===== src/rtl/qdma_h2c_axis_sink.sv =====
// qdma_h2c_axis_sink
// Consumer and checker for the QDMA H2C AXI-Stream. Accepts 512-bit beats,
// optionally throttles tready with a periodic gap, checks byte parity, tkeep
// shape and tusr stability, and reports length, qid and error flags for
// every completed packet along with running packet and error counters.

module qdma_h2c_axis_sink #(
  parameter int BP_PERIOD = 4
) (
  input  logic         user_clk,
  input  logic         user_reset,
  input  logic [511:0] s_axis_h2c_tdata,
  input  logic [63:0]  s_axis_h2c_tparity,
  input  logic         s_axis_h2c_tlast,
  input  logic         s_axis_h2c_tvalid,
  input  logic [63:0]  s_axis_h2c_tkeep,
  input  logic [63:0]  s_axis_h2c_tusr,
  output logic         s_axis_h2c_tready,
  input  logic         bp_en,
  output logic         pkt_done,
  output logic [10:0]  pkt_qid,
  output logic [15:0]  pkt_len,
  output logic [3:0]   pkt_err,
  output logic [31:0]  pkt_cnt,
  output logic [31:0]  err_cnt
);

  // Packet FSM encoding
  localparam logic [0:0] ST_IDLE = 1'b0;
  localparam logic [0:0] ST_BODY = 1'b1;

  // Counter value at which tready is dropped while backpressure is enabled
  localparam logic [3:0] BP_LAST = 4'(BP_PERIOD - 1);

  // Largest value the 17-bit length accumulator is allowed to hold
  localparam logic [17:0] LEN_CLAMP = 18'h10000;

  logic [0:0]  state;
  logic [26:0] cap_tusr;
  logic [16:0] len_acc;
  logic [3:0]  err_acc;
  logic [3:0]  bp_cnt;
  logic [3:0]  bp_cnt_next;
  logic        tready_q;

  logic        beat_ok;
  logic        is_first;
  logic [26:0] tusr_ref;
  logic        par_bad;
  logic [63:0] keep_plus1;
  logic        keep_contig;
  logic        keep_bad;
  logic [6:0]  keep_pop;
  logic [6:0]  beat_bytes;
  logic [16:0] len_base;
  logic [17:0] len_sum;
  logic [16:0] len_next;
  logic        len_ovf;
  logic        len_mismatch;
  logic        tusr_bad;
  logic [3:0]  err_base;
  logic [3:0]  err_next;
  logic [3:0]  err_final;
  logic [15:0] pkt_len_next;

  // Only qid and expected length are meaningful in tusr
  logic unused_tusr_hi;
  assign unused_tusr_hi = ^s_axis_h2c_tusr[63:27];

  assign s_axis_h2c_tready = tready_q;

  // Beat handshake and selection of the reference tusr for this beat
  always_comb begin
    beat_ok  = s_axis_h2c_tvalid & tready_q;
    is_first = (state == ST_IDLE);
    tusr_ref = is_first ? s_axis_h2c_tusr[26:0] : cap_tusr;
    tusr_bad = !is_first && (s_axis_h2c_tusr[26:0] != cap_tusr);
  end

  // Even-parity check over the kept bytes only
  always_comb begin
    par_bad = 1'b0;
    for (int i = 0; i < 64; i++) begin
      if (s_axis_h2c_tkeep[i] && (s_axis_h2c_tparity[i] != ^s_axis_h2c_tdata[8*i +: 8])) begin
        par_bad = 1'b1;
      end
    end
  end

  // Byte count of the beat's tkeep, used for the trailing beat length
  always_comb begin
    keep_pop = 7'd0;
    for (int i = 0; i < 64; i++) begin
      keep_pop = keep_pop + {6'd0, s_axis_h2c_tkeep[i]};
    end
  end

  // Keep shape: full on body beats, nonzero 2^n-1 mask on the last beat
  always_comb begin
    keep_plus1  = s_axis_h2c_tkeep + 64'd1;
    keep_contig = ((s_axis_h2c_tkeep & keep_plus1) == 64'd0);
    if (s_axis_h2c_tlast) begin
      keep_bad = (s_axis_h2c_tkeep == 64'd0) || !keep_contig;
    end else begin
      keep_bad = (s_axis_h2c_tkeep != {64{1'b1}});
    end
  end

  // Length accumulation with clamping so an oversize packet stays flagged
  always_comb begin
    beat_bytes = s_axis_h2c_tlast ? keep_pop : 7'd64;
    len_base   = is_first ? 17'd0 : len_acc;
    len_sum    = {1'b0, len_base} + {11'd0, beat_bytes};
    if (len_sum > LEN_CLAMP) begin
      len_next = LEN_CLAMP[16:0];
    end else begin
      len_next = len_sum[16:0];
    end
    len_ovf      = len_next[16];
    len_mismatch = (len_next != {1'b0, tusr_ref[26:11]});
    pkt_len_next = len_ovf ? 16'hFFFF : len_next[15:0];
  end

  // Error flag merge; a first beat starts from a clean slate
  always_comb begin
    err_base  = is_first ? 4'd0 : err_acc;
    err_next  = err_base | {tusr_bad, len_ovf, keep_bad, par_bad};
    err_final = err_next | {1'b0, len_mismatch, 2'b00};
  end

  // Free-running backpressure phase counter
  always_comb begin
    if (bp_cnt == BP_LAST) begin
      bp_cnt_next = 4'd0;
    end else begin
      bp_cnt_next = bp_cnt + 4'd1;
    end
  end

  // Registered tready: low during the last phase of each period when enabled
  always_ff @(posedge user_clk) begin
    if (user_reset) begin
      bp_cnt   <= 4'd0;
      tready_q <= 1'b0;
    end else begin
      bp_cnt   <= bp_cnt_next;
      tready_q <= !(bp_en && (bp_cnt_next == BP_LAST));
    end
  end

  // Packet FSM and per-packet accumulators
  always_ff @(posedge user_clk) begin
    if (user_reset) begin
      state    <= ST_IDLE;
      cap_tusr <= 27'd0;
      len_acc  <= 17'd0;
      err_acc  <= 4'd0;
    end else if (beat_ok) begin
      if (s_axis_h2c_tlast) begin
        state    <= ST_IDLE;
        cap_tusr <= 27'd0;
        len_acc  <= 17'd0;
        err_acc  <= 4'd0;
      end else begin
        state    <= ST_BODY;
        cap_tusr <= tusr_ref;
        len_acc  <= len_next;
        err_acc  <= err_next;
      end
    end
  end

  // Completion report, held until the next packet completes
  always_ff @(posedge user_clk) begin
    if (user_reset) begin
      pkt_done <= 1'b0;
      pkt_qid  <= 11'd0;
      pkt_len  <= 16'd0;
      pkt_err  <= 4'd0;
    end else if (beat_ok && s_axis_h2c_tlast) begin
      pkt_done <= 1'b1;
      pkt_qid  <= tusr_ref[10:0];
      pkt_len  <= pkt_len_next;
      pkt_err  <= err_final;
    end else begin
      pkt_done <= 1'b0;
    end
  end

  // Running packet and errored-packet counters, wrapping at 2^32
  always_ff @(posedge user_clk) begin
    if (user_reset) begin
      pkt_cnt <= 32'd0;
      err_cnt <= 32'd0;
    end else if (beat_ok && s_axis_h2c_tlast) begin
      pkt_cnt <= pkt_cnt + 32'd1;
      if (err_final != 4'd0) begin
        err_cnt <= err_cnt + 32'd1;
      end
    end
  end

endmodule


===== config.mk =====
export PLATFORM = sky130hd
export DESIGN_NAME = qdma_h2c_axis_sink
export DESIGN_NICKNAME = d
export VERILOG_FILES = /design/src/rtl/qdma_h2c_axis_sink.sv
export SDC_FILE = /design/constraint.sdc
export NUM_CORES = 1
export LEC_CHECK = 0
export ABC_AREA = 1
export CORE_AREA = 2 2 311 313
export DETAILED_ROUTE_END_ITERATION = 7
export DIE_AREA = 0 0 313 315
export GPL_TIMING_DRIVEN = 0
export PLACE_DENSITY = 0.51
export SLEW_MARGIN = 40
export SYNTH_ARGS = -nofsm -noshare
export SYNTH_HDL_FRONTEND = slang
export SYNTH_SLANG_ARGS = --single-unit
export TNS_END_PERCENT = 5

===== constraint.sdc =====
create_clock -name user_clk -period 22.7 [get_ports user_clk]
set_input_delay 4.54 -clock user_clk [delete_from_list [all_inputs] [get_ports user_clk]]
set_output_delay 4.54 -clock user_clk [all_outputs]
set_load 0.03 [all_outputs]

==> summary.md, run 1 <==
| Metric | Value |
|---|---|
| Slew Limit Fails | 0 |
| Drt wl/cell | 20.0 µm |
| Bufs on Longest Clock Path | 2 |
| Worst-path clk slew | 0.07 ns |
| Post-Synthesis Cells | 3,404 |
| # DRC | 0 |
| Via-to-Cell Ratio | 4.42 |
| Initial antenna violation count | 56 |
| Number of buffers created by CTS | 17 |
| Final-report hold violation count | 0 |
| Most frequent cell after synthesis | nand2_1 |
| Synth top area share | 24.2% |
| R2R depth | 30 |
| Cell area after synthesis | 20,200 µm² |
| RSZ-0062 raised after global routing | false |
| Final-stage net count | 4,982 |
| Initial Util | 21.2% |
| Reg2reg start | state$_SDFFE_PP0P_ |
| Via Count | 24,292 |
| Clk_lat worst skew | 0.44 ns |
| FF+latch count, synth | 150 |
| FF-to-FF End | err_cnt[21]$_SDFFE_PP0P_ |
| Worst-Margin Slew | 0.746 ns |
| Vias in the first global route | 23,342 |
| Ys Warns | 0 |
| Hold Crit Class | flip-flop to flip-flop |
| Critical Path Most Common Cell | fa_1 |
| Req. time, crit path | 23.02 ns |
| # resized after CTS | 0 |
| Synth Flop Type | dfxtp_1 |
| Status | finished, final reports clean |
| Peak supply drop | 202 µV |
| Hold-fix buffer count after cts | 0 |
| Core area | 95,700 µm² |
| Reg2reg setup slack | 16.87 ns |
| Total placed cells including tap cells | 5,446 |
| Buf+Inv Stages, Crit Path | 7 |
| Setup CP Type | input port to flip-flop |
| Hold Path Origin | err_acc[1]$_SDFFE_PP0P_ |
| Cell Count, Final, Fillers Out | 5,498 |
| Levels on crit path | 39 |
| Overflow after GRT | 0 |
| Area grow syn2layout | 48.8% |
| Dpl hpwl | 97,000 µm |
| FP Rows | 114 |
| Final wirelength | 110,000 µm |
| First-pass iteration count of the detailed router | 5 |
| Distinct cells, synth | 51 |
| CP Launch Type | input port |
| Layout cells sized above 1 | 2.00% |
| Number of port buffers | 766 |
| Synth cell count leaders | 1,306 x nand2_1, 332 x inv_1, 271 x xnor2_1, 261 x nor2_1, 231 x nand3_1 |
| Critical path arrival | 14.36 ns |
| Pin count of the biggest net entering global routing | 17 |
| Die area | 98,600 µm² |
| First-pass GRT wire length | 155,000 µm |
| Crit share post-route | 61.8% |
| Maxcap violations | 0 |
| Number of I/O pins | 806 |
| Setup tns final | 0 ns |
| Routed Antenna Nets | 0 |
| Slew headroom | 49.8% |
| Fmax | 0.0712 GHz |
| Clk sinks | 150 |
| Avg Synthesized Cell Area | 5.95 µm² |
| Endpoints failing setup | 0 |
| Hold endpoint | err_acc[1]$_SDFFE_PP0P_ |
| Die Span Y | 315 µm |
| CP top delay family | adder cells |
| Syn nets | 4,197 |
| Seq/Total Area, Yosys | 14.8% |
| Clock skew | 0.0155 ns |
| Top cells by area, synth | nand2_1 24%, dfxtp_1 15%, xnor2_1 12%, xor2_1 9.5%, inv_1 6.2% |
| Tot GR Track Use | 21.5% |
| PD cells | 82.3 nW/µm² |
| CTS H-tree depth | 4 |
| Critical Path Slowest Stage Cell | clkdlybuf4s50_1 |
| Post-CTS setup buffers | 0 |
| CTS root buffer | clkbuf_16 |
| Post-synth EDFFs | 0 |
| Slowest cell delay on critical path | 0.93 ns |
| Worst-path fanout max | 10 |
| Leakage | 12.8 nW |
| Min cycle time layout | 14.04 ns |
| Placed inst area | 29,500 µm² |
| CTS tree | built |
| Synth async-reset ratio | 0% |
| 1st-iter DRT viols | 1,491 |
| Hold path depth | 2 |
| Post-route design area | 30,100 µm² |
| Critical Path End Type | flip-flop |
| Chip width | 313 µm |
| Area leader, netlist | nand2_1 |
| Global placement routability congestion | 0.955 |
cell families (layout without fill, tap and decap cells):
logic type               Yosys count  count (layout)  synth area share (%)
other                              0              20                     0
adder cells (fa/ha/maj)           84              84                  7.23
buffers and inverters            390            1188                  7.48
flip-flops                       150             150                  14.8
XOR/XNOR                         491             491                  21.2
multiplexers                       1               1                0.0494
AO/OA/AOI/OAI                    260             260                  7.08
AND/OR/NAND/NOR                 2028            2028                  42.1
state kept, by name, indices dropped and copies added (netlist names):
| name | count |
|---|---|
| pkt_qid | 11 |
| cap_tusr | 27 |
| s_axis_h2c_tready | 1 |
| len_acc | 17 |
| pkt_len | 16 |
| pkt_err | 4 |
| err_cnt | 32 |
| state | 1 |
| err_acc | 4 |
| pkt_done | 1 |
| pkt_cnt | 32 |
| bp_cnt | 4 |
stage by stage:
stage | hold WS, ns | power, mW | util, % | worst slack (ns)
after CTS | 0.467 | 2.49 | 31.4 | 8.71
after floorplan | 0.442 | 1.60 | - | 10.39
after detailed placement | 0.453 | 2.19 | 30.8 | 8.30
after global placement | 0.452 | 2.19 | 30.8 | 8.27
final | 0.467 | 2.48 | 31.5 | 8.66
after global routing | 0.477 | 2.79 | 31.5 | 8.02
placed cells by master (no fill, tap or decap), types with 6 or more instances in the layout:
| cell | netlist | layout |
|---|---|---|
| a22o_1 | 16 | 16 |
| xnor2_1 | 271 | 271 |
| fa_1 | 55 | 55 |
| nand4_1 | 43 | 43 |
| nand2_1 | 1306 | 1306 |
| nand2b_1 | 7 | 7 |
| nor2_1 | 261 | 261 |
| clkdlybuf4s50_1 | 0 | 766 |
| nand3_1 | 231 | 231 |
| inv_1 | 332 | 332 |
| xor2_1 | 220 | 220 |
| nor3_1 | 56 | 56 |
| o22ai_1 | 6 | 6 |
| ha_1 | 29 | 29 |
| clkbuf_16 | 0 | 17 |
| or2_2 | 10 | 10 |
| nand3b_1 | 37 | 37 |
| a21oi_1 | 109 | 109 |
| nand2_2 | 6 | 6 |
| and2_1 | 9 | 9 |
| diode_2 | 0 | 20 |
| nor2_2 | 9 | 9 |
| nor4_1 | 40 | 40 |
| o21ai_0 | 96 | 96 |
| a31oi_1 | 13 | 13 |
| dfxtp_1 | 150 | 150 |
| clkbuf_1 | 38 | 39 |
routing by layer:
layer	up-vias	global-route usage [%]	wire length [µm]	part of all wire, %
met4	20	4.56	1470	1.3
met5	-	0	128	0.12
met2	723	38.3	53900	49
li1	12359	-	-	-
met1	11075	26.3	46800	43
met3	115	4.83	7460	6.8
final cells by class:
type | count | area, µm²
fillers | 10541 | 65600
repair buffers | 766 | 7670
plain buffers | 53 | 250
clock buffers | 18 | 429
inverters | 337 | 1260
diodes | 20 | 50.0
well taps | 1276 | 1600
clock inverters | 14 | 141
multi-input cells | 2864 | 15700
flip-flops and latches | 150 | 3000
where the power goes:
group	switching (mW)	leakage [nW]	total [mW]	internal [mW]
logic	1.15	11.3	1.92	0.762
clock network	0.128	0.272	0.282	0.154
registers	0.00677	1.21	0.281	0.274
total	1.29	12.8	2.48	1.19
worst max-delay path by stage:
stage | startpoint | to | slack, ns
floorplan | s_axis_h2c_tkeep[53] | err_cnt[14]$_SDFFE_PP0P_ | 10.39
global placement | s_axis_h2c_tkeep[39] | err_cnt[17]$_SDFFE_PP0P_ | 8.27
detailed placement | s_axis_h2c_tkeep[39] | err_cnt[21]$_SDFFE_PP0P_ | 8.30
CTS | s_axis_h2c_tkeep[39] | err_cnt[21]$_SDFFE_PP0P_ | 8.71
global route | s_axis_h2c_tkeep[39] | err_cnt[9]$_SDFFE_PP0P_ | 8.02
finish | s_axis_h2c_tkeep[39] | err_cnt[21]$_SDFFE_PP0P_ | 8.66
worst min-delay path, stage by stage, from the launching register on:
cell and delay [ns]:
dfxtp_1 0.31, nand2_1 0.06, a21oi_1 0.05
Power figures use the tool's default switching activity.
==> run 2, diff against run 1 <==
- PLACE_DENSITY: 0.51 -> 0.53
- clock period: 22.7 -> 11.5 ns (I/O delays scaled with it)
==> summary.md, run 2 (synthesis gave the netlist of run 1 again) <==
| Metric | Value |
|---|---|
| Pin count of the biggest net entering global routing | 17 |
| Worst-path clk slew | 0.06 ns |
| Hold Path Origin | len_acc[15]$_SDFFE_PP0P_ |
| Core area | 95,700 µm² |
| Fin Hold WS | 0.466 ns |
| Vias in the first global route | 23,125 |
| Largest registers | err_cnt (32), pkt_cnt (32), cap_tusr (27) |
| CTS root buffer | clkbuf_16 |
| Placed inst area | 29,500 µm² |
| Total placed cells including tap cells | 5,446 |
| Number of port buffers | 766 |
| Drt wl/cell | 19.6 µm |
| Clock skew | 0.0132 ns |
| Commonest non-fill, non-tap cells in the layout | 1,306 x nand2_1, 730 x clkdlybuf4s50_1, 332 x inv_1 |
| Bufs on Longest Clock Path | 2 |
| Initial antenna violation count | 54 |
| Area grow syn2layout | 48.7% |
| Critical Path Slowest Stage Cell | fa_1 |
| Die area | 98,600 µm² |
| R2R depth | 32 |
| Leakage | 12.9 nW |
| Hold path depth | 2 |
| Slowest cell delay on critical path | 0.58 ns |
| Total power | 5.00 mW |
| Hold Crit Class | flip-flop to flip-flop |
| Endpoints failing setup | 0 |
| Final wirelength | 108,000 µm |
| Clk sinks | 150 |
| Slew headroom | 47.5% |
| Initial Util | 21.2% |
| Critical path arrival | 11.19 ns |
| Layout cells sized above 1 | 2.50% |
| Most common cell after layout, fill and taps aside | nand2_1 |
| Die Span Y | 315 µm |
| Worst Setup SP | s_axis_h2c_tkeep[39] |
| Global placement routability congestion | 0.948 |
| Post-route design area | 30,100 µm² |
| First-pass iteration count of the detailed router | 6 |
| Status | finished, final reports clean |
| CTS tree | built |
| Chip width | 313 µm |
| CP Launch Type | input port |
| PD cells | 166 nW/µm² |
| Min cycle time layout | 10.87 ns |
| Fmax | 0.0920 GHz |
| CP top delay family | adder cells |
| Cell Count, Final, Fillers Out | 5,499 |
| Maxcap violations | 0 |
| Clk_lat worst skew | 0.44 ns |
| Reg2reg setup slack | 5.84 ns |
| Filler cells | 10,604 |
| Final-stage net count | 4,983 |
| 1st-iter DRT viols | 1,730 |
| Number of I/O pins | 806 |
| Buf+Inv Stages, Crit Path | 7 |
| Final-report hold violation count | 0 |
| Crit share post-route | 94.5% |
| CTS H-tree depth | 4 |
| Overflow after GRT | 0 |
| Setup tns final | 0 ns |
| Worst-path fanout max | 10 |
| Hold endpoint | len_acc[15]$_SDFFE_PP0P_ |
| Tot GR Track Use | 21.1% |
| FP Rows | 114 |
| Worst-Margin Slew | 0.782 ns |
| First-pass GRT wire length | 153,000 µm |
| Reg2reg start | state$_SDFFE_PP0P_ |
| Via Count | 24,318 |
| Via-to-Cell Ratio | 4.42 |
| RSZ-0062 raised after global routing | false |
| FF-to-FF End | err_cnt[2]$_SDFFE_PP0P_ |
| Dpl hpwl | 95,400 µm |
| Routed Antenna Nets | 0 |
| Setup CP Type | input port to flip-flop |
| Peak supply drop | 391 µV |
| # DRC | 0 |
| Req. time, crit path | 11.82 ns |
| Number of buffers created by CTS | 17 |
| Critical Path End Type | flip-flop |
| Slew Limit Fails | 0 |
## run 2: cell types whose count changed in the layout (fill, tap and decap cells not counted), sizes merged
| cell | before | now |
|---|---|---|
| inv | 342 | 340 |
| dlymetal6s2s | 0 | 18 |
| clkinv | 5 | 1 |
| clkdlybuf4s50 | 766 | 730 |
| clkbuf | 56 | 76 |
| buf | 15 | 16 |
| clkinvlp | 3 | 7 |
## run 2: worst reg2reg max path, delay by kind of cell (launching register included)
family	cells	cell delay, ns
adders and majority gates	2	0.62
AOI/OAI and AO/OA	1	0.15
DFF	1	0.31
and+or+nand+nor	19	2.20
buffers and inverters	10	2.31
## run 2: layout make-up
type                       instances  area, µm²  share of cell area, %
sequential                       150       3000                   9.97
multi-input combinational       2864      15700                   52.3
clock buffer                      20        447                   1.48
tap                             1276       1600                   5.30
timing repair buffer             767       7630                   25.4
buffer                            53        253                  0.839
clock inverter                    12        120                  0.399
inverter                         337       1260                   4.20
antenna                           20       50.0                  0.166
## run 2: worst max-delay path by stage
stage,to,slack [ns],cells past startpoint
3_5_place_dp,err_cnt[8]$_SDFFE_PP0P_,-0.77,39
6_report,err_cnt[2]$_SDFFE_PP0P_,0.63,41
3_3_place_gp,err_cnt[17]$_SDFFE_PP0P_,-0.79,39
2_1_floorplan,err_cnt[14]$_SDFFE_PP0P_,1.43,42
5_1_grt,err_cnt[31]$_SDFFE_PP0P_,0.03,49
4_1_cts,err_cnt[9]$_SDFFE_PP0P_,0.0004,37
## run 2: report_power, final
group	switching (mW)	internal, mW	total [mW]
Clock	0.248	0.307	0.555
Combinational	2.35	1.53	3.89
Sequential	0.0148	0.542	0.557
## run 2: layer usage
layer  GRT usage [%]  share of wire [%]  up-vias
met4            4.01                2.1       22
met5               0               0.12        -
met2            36.7                 47      759
met1            27.1                 43    11035
met3            4.04                7.3      135
li1                -                  -    12367
## run 2: stage by stage
step | setup WS (ns) | utilization, %
2_1_floorplan | 1.43 | -
3_3_place_gp | -0.787 | 30.8
3_5_place_dp | -0.772 | 30.8
4_1_cts | 0.000436 | 31.4
5_1_grt | 0.0343 | 31.4
6_report | 0.630 | 31.5
## run 2: what timing repair did
action | in CTS | in global routing
endpoints found under the setup margin | 32 | 32
hold buffers | 0 | 0
gates resized for setup | 16 | 61
setup buffers | 0 | 1
==> run 3, diff against run 2 <==
- ABC_CLOCK_PERIOD_IN_PS: unset -> 11500
==> results of run 3 <==
No change in the layout: final DEF, timing and power equal those of run 2.
